### config.mk
export PLATFORM = sky130hd
export DESIGN_NAME = pipe_hazard_ctrl_flat
export DESIGN_NICKNAME = d
export VERILOG_FILES = /design/src/rtl/pipe_hazard_ctrl_if.sv /design/src/rtl/pipe_hazard_ctrl.sv /design/src/flat_wrapper.sv
export SDC_FILE = /design/constraint.sdc
export NUM_CORES = 1
export LEC_CHECK = 0
export BUFFER_PORTS_ARGS = -buffer_cell sky130_fd_sc_hd__buf_2
export CAP_MARGIN = 20
export CORE_MARGIN = 4
export CORE_UTILIZATION = 26
export DETAILED_ROUTE_END_ITERATION = 7
export GPL_ROUTABILITY_DRIVEN = 0
export PLACE_DENSITY = 0.56
export SLEW_MARGIN = 30
export SYNTH_ARGS = -nofsm -noshare
export SYNTH_HDL_FRONTEND = slang
export SYNTH_SLANG_ARGS = --single-unit
### constraint.sdc
create_clock -name clk -period 7.8 [get_ports clk]
set_clock_uncertainty 0.15 [all_clocks]
set_input_delay 1.56 -clock clk [delete_from_list [all_inputs] [get_ports clk]]
set_output_delay 1.56 -clock clk [all_outputs]
set_load 0.05 [all_outputs]
### src/rtl/pipe_hazard_ctrl_if.sv
// Hazard-control bundle between the pipeline datapath and pipe_hazard_ctrl.
// The datapath (master) reports stage contents; the controller (slave) returns enables, bubbles and stats.
interface pipe_hazard_ctrl_if;
  logic [4:0]  ID_rs_addr;
  logic [4:0]  ID_rt_addr;
  logic        ID_rs_used;
  logic        ID_rt_used;
  logic        ID_branch_taken;
  logic [4:0]  EXE_RF_waddr;
  logic        EXE_RF_W_ena;
  logic        EXE_md;
  logic [4:0]  MEM_RF_waddr;
  logic        MEM_RF_W_ena;

  logic        pc_W_ena;
  logic        FD_W_ena;
  logic        FD_flush;
  logic        DE_W_ena;
  logic        DE_bubble;
  logic        stall;
  logic        EM_bubble;
  logic        md_start;
  logic [31:0] bubble_cnt;
  logic [31:0] flush_cnt;

  modport slave (
    input  ID_rs_addr, ID_rt_addr, ID_rs_used, ID_rt_used, ID_branch_taken,
    input  EXE_RF_waddr, EXE_RF_W_ena, EXE_md, MEM_RF_waddr, MEM_RF_W_ena,
    output pc_W_ena, FD_W_ena, FD_flush, DE_W_ena, DE_bubble, stall,
    output EM_bubble, md_start, bubble_cnt, flush_cnt
  );

  modport master (
    output ID_rs_addr, ID_rt_addr, ID_rs_used, ID_rt_used, ID_branch_taken,
    output EXE_RF_waddr, EXE_RF_W_ena, EXE_md, MEM_RF_waddr, MEM_RF_W_ena,
    input  pc_W_ena, FD_W_ena, FD_flush, DE_W_ena, DE_bubble, stall,
    input  EM_bubble, md_start, bubble_cnt, flush_cnt
  );
endinterface

### src/rtl/pipe_hazard_ctrl.sv
// Stall/bubble/flush scheduler for a 5-stage pipeline without forwarding.
// Handles RAW hazards against EXE/MEM writers, multi-cycle mult/div occupancy and taken-branch flushes.
module pipe_hazard_ctrl #(
  parameter int MD_CYCLES = 4,
  parameter int CNT_W     = 4
) (
  input  logic               clk,
  input  logic               rst,
  pipe_hazard_ctrl_if.slave  bus
);

  typedef enum logic [0:0] {RUN, MD_BUSY} state_e;

  localparam logic [CNT_W-1:0] MD_LOAD = CNT_W'(MD_CYCLES - 2);

  state_e            state_q, state_d;
  logic [CNT_W-1:0]  cnt_q, cnt_d;
  logic [31:0]       bubble_cnt_q, bubble_cnt_d;
  logic [31:0]       flush_cnt_q, flush_cnt_d;

  logic hz_exe, hz_mem, raw;
  logic md_hold, md_start_raw;
  logic pc_w_ena, fd_w_ena, fd_flush, de_w_ena, de_bubble, stall, em_bubble, md_start;

  // Register $0 is never a real destination; WB writers are covered by the write-first RF.
  assign hz_exe = bus.EXE_RF_W_ena && (bus.EXE_RF_waddr != 5'd0) &&
                  ((bus.ID_rs_used && (bus.ID_rs_addr == bus.EXE_RF_waddr)) ||
                   (bus.ID_rt_used && (bus.ID_rt_addr == bus.EXE_RF_waddr)));
  assign hz_mem = bus.MEM_RF_W_ena && (bus.MEM_RF_waddr != 5'd0) &&
                  ((bus.ID_rs_used && (bus.ID_rs_addr == bus.MEM_RF_waddr)) ||
                   (bus.ID_rt_used && (bus.ID_rt_addr == bus.MEM_RF_waddr)));
  assign raw    = hz_exe || hz_mem;

  always_comb begin
    state_d      = state_q;
    cnt_d        = cnt_q;
    md_hold      = 1'b0;
    md_start_raw = 1'b0;
    case (state_q)
      RUN: begin
        if (bus.EXE_md) begin
          md_hold      = 1'b1;
          md_start_raw = 1'b1;
          state_d      = MD_BUSY;
          cnt_d        = MD_LOAD;
        end
      end
      MD_BUSY: begin
        // The cnt==0 cycle is the release cycle: EXE_md still high here is the same op.
        if (cnt_q != '0) begin
          md_hold = 1'b1;
          cnt_d   = cnt_q - CNT_W'(1);
        end else begin
          state_d = RUN;
        end
      end
      default: begin
        state_d = RUN;
        cnt_d   = '0;
      end
    endcase
  end

  always_comb begin
    pc_w_ena  = 1'b0;
    fd_w_ena  = 1'b0;
    fd_flush  = 1'b0;
    de_w_ena  = 1'b0;
    de_bubble = 1'b0;
    stall     = 1'b0;
    em_bubble = 1'b0;
    md_start  = 1'b0;
    if (rst) begin
      md_start = md_start_raw;
      if (md_hold) begin
        stall     = 1'b1;
        em_bubble = 1'b1;
        de_w_ena  = 1'b1;
      end else if (raw) begin
        de_w_ena  = 1'b1;
        de_bubble = 1'b1;
      end else if (bus.ID_branch_taken) begin
        pc_w_ena  = 1'b1;
        fd_w_ena  = 1'b1;
        de_w_ena  = 1'b1;
        fd_flush  = 1'b1;
      end else begin
        pc_w_ena  = 1'b1;
        fd_w_ena  = 1'b1;
        de_w_ena  = 1'b1;
      end
    end
  end

  always_comb begin
    bubble_cnt_d = bubble_cnt_q + 32'(de_bubble);
    flush_cnt_d  = flush_cnt_q + 32'(fd_flush);
  end

  always_ff @(posedge clk or negedge rst) begin
    if (!rst) begin
      state_q      <= RUN;
      cnt_q        <= '0;
      bubble_cnt_q <= '0;
      flush_cnt_q  <= '0;
    end else begin
      state_q      <= state_d;
      cnt_q        <= cnt_d;
      bubble_cnt_q <= bubble_cnt_d;
      flush_cnt_q  <= flush_cnt_d;
    end
  end

  assign bus.pc_W_ena   = pc_w_ena;
  assign bus.FD_W_ena   = fd_w_ena;
  assign bus.FD_flush   = fd_flush;
  assign bus.DE_W_ena   = de_w_ena;
  assign bus.DE_bubble  = de_bubble;
  assign bus.stall      = stall;
  assign bus.EM_bubble  = em_bubble;
  assign bus.md_start   = md_start;
  assign bus.bubble_cnt = bubble_cnt_q;
  assign bus.flush_cnt  = flush_cnt_q;

endmodule

### src/flat_wrapper.sv
// flat-port wrapper written by rule: the top's interface ports become plain ports
module pipe_hazard_ctrl_flat 
#(
  parameter int MD_CYCLES = 4,
  parameter int CNT_W     = 4
)
  (clk, rst, bus_ID_rs_addr, bus_ID_rt_addr, bus_ID_rs_used, bus_ID_rt_used, bus_ID_branch_taken, bus_EXE_RF_waddr, bus_EXE_RF_W_ena, bus_EXE_md, bus_MEM_RF_waddr, bus_MEM_RF_W_ena, bus_pc_W_ena, bus_FD_W_ena, bus_FD_flush, bus_DE_W_ena, bus_DE_bubble, bus_stall, bus_EM_bubble, bus_md_start, bus_bubble_cnt, bus_flush_cnt);
  pipe_hazard_ctrl_if bus_i ();
  input  logic clk;
  input  logic rst;
  input wire logic [$bits(bus_i.ID_rs_addr)-1:0] bus_ID_rs_addr;
  input wire logic [$bits(bus_i.ID_rt_addr)-1:0] bus_ID_rt_addr;
  input wire logic [$bits(bus_i.ID_rs_used)-1:0] bus_ID_rs_used;
  input wire logic [$bits(bus_i.ID_rt_used)-1:0] bus_ID_rt_used;
  input wire logic [$bits(bus_i.ID_branch_taken)-1:0] bus_ID_branch_taken;
  input wire logic [$bits(bus_i.EXE_RF_waddr)-1:0] bus_EXE_RF_waddr;
  input wire logic [$bits(bus_i.EXE_RF_W_ena)-1:0] bus_EXE_RF_W_ena;
  input wire logic [$bits(bus_i.EXE_md)-1:0] bus_EXE_md;
  input wire logic [$bits(bus_i.MEM_RF_waddr)-1:0] bus_MEM_RF_waddr;
  input wire logic [$bits(bus_i.MEM_RF_W_ena)-1:0] bus_MEM_RF_W_ena;
  output wire logic [$bits(bus_i.pc_W_ena)-1:0] bus_pc_W_ena;
  output wire logic [$bits(bus_i.FD_W_ena)-1:0] bus_FD_W_ena;
  output wire logic [$bits(bus_i.FD_flush)-1:0] bus_FD_flush;
  output wire logic [$bits(bus_i.DE_W_ena)-1:0] bus_DE_W_ena;
  output wire logic [$bits(bus_i.DE_bubble)-1:0] bus_DE_bubble;
  output wire logic [$bits(bus_i.stall)-1:0] bus_stall;
  output wire logic [$bits(bus_i.EM_bubble)-1:0] bus_EM_bubble;
  output wire logic [$bits(bus_i.md_start)-1:0] bus_md_start;
  output wire logic [$bits(bus_i.bubble_cnt)-1:0] bus_bubble_cnt;
  output wire logic [$bits(bus_i.flush_cnt)-1:0] bus_flush_cnt;
  assign bus_i.ID_rs_addr = bus_ID_rs_addr;
  assign bus_i.ID_rt_addr = bus_ID_rt_addr;
  assign bus_i.ID_rs_used = bus_ID_rs_used;
  assign bus_i.ID_rt_used = bus_ID_rt_used;
  assign bus_i.ID_branch_taken = bus_ID_branch_taken;
  assign bus_i.EXE_RF_waddr = bus_EXE_RF_waddr;
  assign bus_i.EXE_RF_W_ena = bus_EXE_RF_W_ena;
  assign bus_i.EXE_md = bus_EXE_md;
  assign bus_i.MEM_RF_waddr = bus_MEM_RF_waddr;
  assign bus_i.MEM_RF_W_ena = bus_MEM_RF_W_ena;
  assign bus_pc_W_ena = bus_i.pc_W_ena;
  assign bus_FD_W_ena = bus_i.FD_W_ena;
  assign bus_FD_flush = bus_i.FD_flush;
  assign bus_DE_W_ena = bus_i.DE_W_ena;
  assign bus_DE_bubble = bus_i.DE_bubble;
  assign bus_stall = bus_i.stall;
  assign bus_EM_bubble = bus_i.EM_bubble;
  assign bus_md_start = bus_i.md_start;
  assign bus_bubble_cnt = bus_i.bubble_cnt;
  assign bus_flush_cnt = bus_i.flush_cnt;
  pipe_hazard_ctrl #(.MD_CYCLES(MD_CYCLES), .CNT_W(CNT_W)) u_core (.clk(clk), .rst(rst), .bus(bus_i));
endmodule
==> impl_metrics.yaml <==
status:
  status: "finished clean"
setup_path:
  start_kind: "primary input"
  startpoint: "bus_EXE_RF_waddr[0]"
  r2r-end: "u_core.bus.flush_cnt[24]$_DFF_PN0_"
  reg2reg_slack_ns: 4.41
  worstSetupPathType: "in -> out"
  cp-end-kind: "output port"
  reg2reg_depth: 13
  cp-endpoint: "bus_FD_flush"
  cp.arrival_ns: 3.13
  r2r-start: "u_core.cnt_q[0]$_DFFE_PN0P_"
  crit_fanout: 3
  required_ns: 6.09
floorplan:
  start_util: 0.2671
  ios: 100
  die_x_um: 122.3
  die_h_um: 122.3
  die_area_sq_um: 14960
  core_sq_um: 12720
  fp-row-count: 41
yosys:
  ys_ff_latch: 69
  synth_area_sq_um: 3398
  synth_top_cells_by_area: "dfrtp_1 51%, xnor2_1 14%, xor2_1 5.9%"
  ys_seq_area_frac: 0.5081
  synth_top_cell_by_area: "dfrtp_1"
  syn-num-nets: 342
  synthCells: 309
  ys_async_sr_fraction: 1.000
  synth.distinct_cells: 38
  avgSynthCellArea_sq_um: 11.00
  yosysWarnings: 0
  synth_edf_count: 0
  synth-main-ff-cell: "dfrtp_1"
  synth_top_cell_area_share: 0.5081
global_route:
  grt_start_max_net_pins: 42
  globalRouteOverflowTotal: 0
  grt_pass1_wl_um: 13190
  first_global_vias: 2648
  antenna_found_initial: 0
  grt_usage: 0.1114
timing:
  max_slew_margin: 0.6411
  period_share: 0.6202
  slew_viol_final: 0
  final_hold_viol_count: 0
  grt_setup_unrepaired: "no"
  setup_viol: 0
  fmax_ghz: 0.2067
  fin_setup_tns_ns: 0
  worstMarginPinSlew_ns: 0.5384
  timing.hold.ws_ns: 0.3116
  post-route-min-period_ns: 4.838
clock_network:
  clock_latency_ns: 0.32
  cts_setup_buffers: 0
  clockBufferDepth: 2
  cts_tree: "yes"
  clkSlewWorstSetupHoldPaths_ns: 0.06
  cts_made_buffers: 9
  clock-sinks: 69
  post_cts_resized: 0
  ctsHtreeMaxLevel: 3
  cts_root_buffer: "clkbuf_16"
  cts-hold-fix-buffers: 0
power:
  irDropWorstVdd_mv: 0.09234
  p_int_w: 0.0006942
  p_sw_frac: 0.3073
  combPwrFrac: 0.187
  powerDensity_nw_per_um2: 228.3
  clock_power_share: 0.409
  pwr-share-seq: 0.405
  leakagePower_nw: 2.299
  switching_power_w: 0.0003079
drt:
  vias_per_cell: 4.446
  routed_wl_um: 8055
  drcViolationCount: 0
  vias: 2632
  firstDrtPassIters: 4
  routedWlPerCell_um: 13.61
  drtAntennaViolNets: 0
  drtIter0Drc: 87
cells_and_area:
  fillers: 1341
  final_layout_size_suffix_gt1_frac: 0.3095
  final_common_cell: "buf_2"
  n_antenna_cell: 0
  layout_common_cells: "98 x buf_2, 69 x dfrtp_1, 56 x xnor2_1"
  stdcell_area_sq_um: 4390
  fin_nets: 448
  area.growth.synth_to_final_pct: 29.20
placement:
  dpl-instance-area_sq_um: 4088
  io_buffers: 99
  post-dp-hpwl_um: 6186
worst_hold_path:
  hp-class: "reg -> reg"
  hold_depth: 1
run:
  max_cap_violations: 0
synth_stat cells, drive strengths merged, types with 2 or more instances:
master and number:
ha 5, o22ai 3, nor3 6, buf 3, nand4 14, and3 16
nor2 17, clkbuf 2, xnor2 56, dfrtp 69, o21ai 3, nand3 16
and4 12, xor2 24, inv 6, a21oi 2, nand2 36, and2 8
per-stage QoR:
step | total power (W) | util | std cells | setup slack (ns)
after global routing | 0.001055 | 0.3451 | 592 | 2.774
after CTS | 0.001021 | 0.3451 | 592 | 2.896
after floorplan | 0.0005475 | - | 309 | 3.037
final | 0.001002 | 0.3451 | 592 | 2.962
after global placement | 0.0005985 | 0.3213 | 576 | 2.926
after detailed placement | 0.0006021 | 0.3213 | 576 | 2.888
per-layer routing:
metal	up-vias	GRT usage	wire length [um]
met1	1273	0.1467	3710
met2	86	0.1711	3626
met4	0	0.03429	124
met5	-	0	0
li1	1262	-	-
met3	11	0.04055	594
cells by family (layout without fill, tap and decap cells):
logic type                 after synthesis  after routing  synth area share
adders and majority gates                5              5           0.01841
AOI/OAI and AO/OA                       12             12           0.02209
xor gates and xnor gates                80             80            0.2084
DFF                                     69             69            0.5081
and+or+nand+nor                        132            132            0.2272
buffers and inverters                   11            122           0.01583
cell type report:
cell class                 count  area (sq um)  area share
multi-input combinational    229          1618      0.3685
clock inverter                 5         60.06     0.01368
tap                          172         215.2     0.04902
inverter                       6         22.52    0.005130
sequential                    69          1727      0.3933
timing repair buffer         100         505.5      0.1151
clock buffer                  11         242.7     0.05529
power by group through the flow:
stage          registers [W]  clock network [W]  logic, W
3_3_place_gp        0.000411                  0  0.000187
6_report            0.000406           0.000409  0.000187
5_1_grt             0.000410           0.000440  0.000206
3_5_place_dp        0.000411                  0  0.000191
2_1_floorplan       0.000445                  0  0.000102
4_1_cts             0.000406           0.000425  0.000190
worst max-delay path, stage by stage:
cell	delay, ns
buf_2	0.12
or4_1	0.51
o21a_1	0.19
a32oi_1	0.21
and4_1	0.26
buf_2	0.28
sequential cells by signal (all words and copies together) (netlist names):
name and count:
u_core.bus.bubble_cnt 32, u_core.bus.flush_cnt 32, u_core.cnt_q 4, u_core.state_q 1
how the worst min path moves through the flow:
stage,startpoint,endpoint,slack [ns]
after global placement,u_core.bus.bubble_cnt[31]$_DFF_PN0_,u_core.bus.bubble_cnt[31]$_DFF_PN0_,0.30
final,u_core.bus.bubble_cnt[31]$_DFF_PN0_,u_core.bus.bubble_cnt[31]$_DFF_PN0_,0.31
after floorplan,u_core.cnt_q[1]$_DFFE_PN0P_,u_core.cnt_q[1]$_DFFE_PN0P_,0.38
after detailed placement,u_core.bus.bubble_cnt[31]$_DFF_PN0_,u_core.bus.bubble_cnt[31]$_DFF_PN0_,0.31
after CTS,u_core.bus.bubble_cnt[31]$_DFF_PN0_,u_core.bus.bubble_cnt[31]$_DFF_PN0_,0.32
after global routing,u_core.bus.flush_cnt[31]$_DFF_PN0_,u_core.bus.flush_cnt[31]$_DFF_PN0_,0.33
Note: power is estimated with default switching activity, not from simulation.
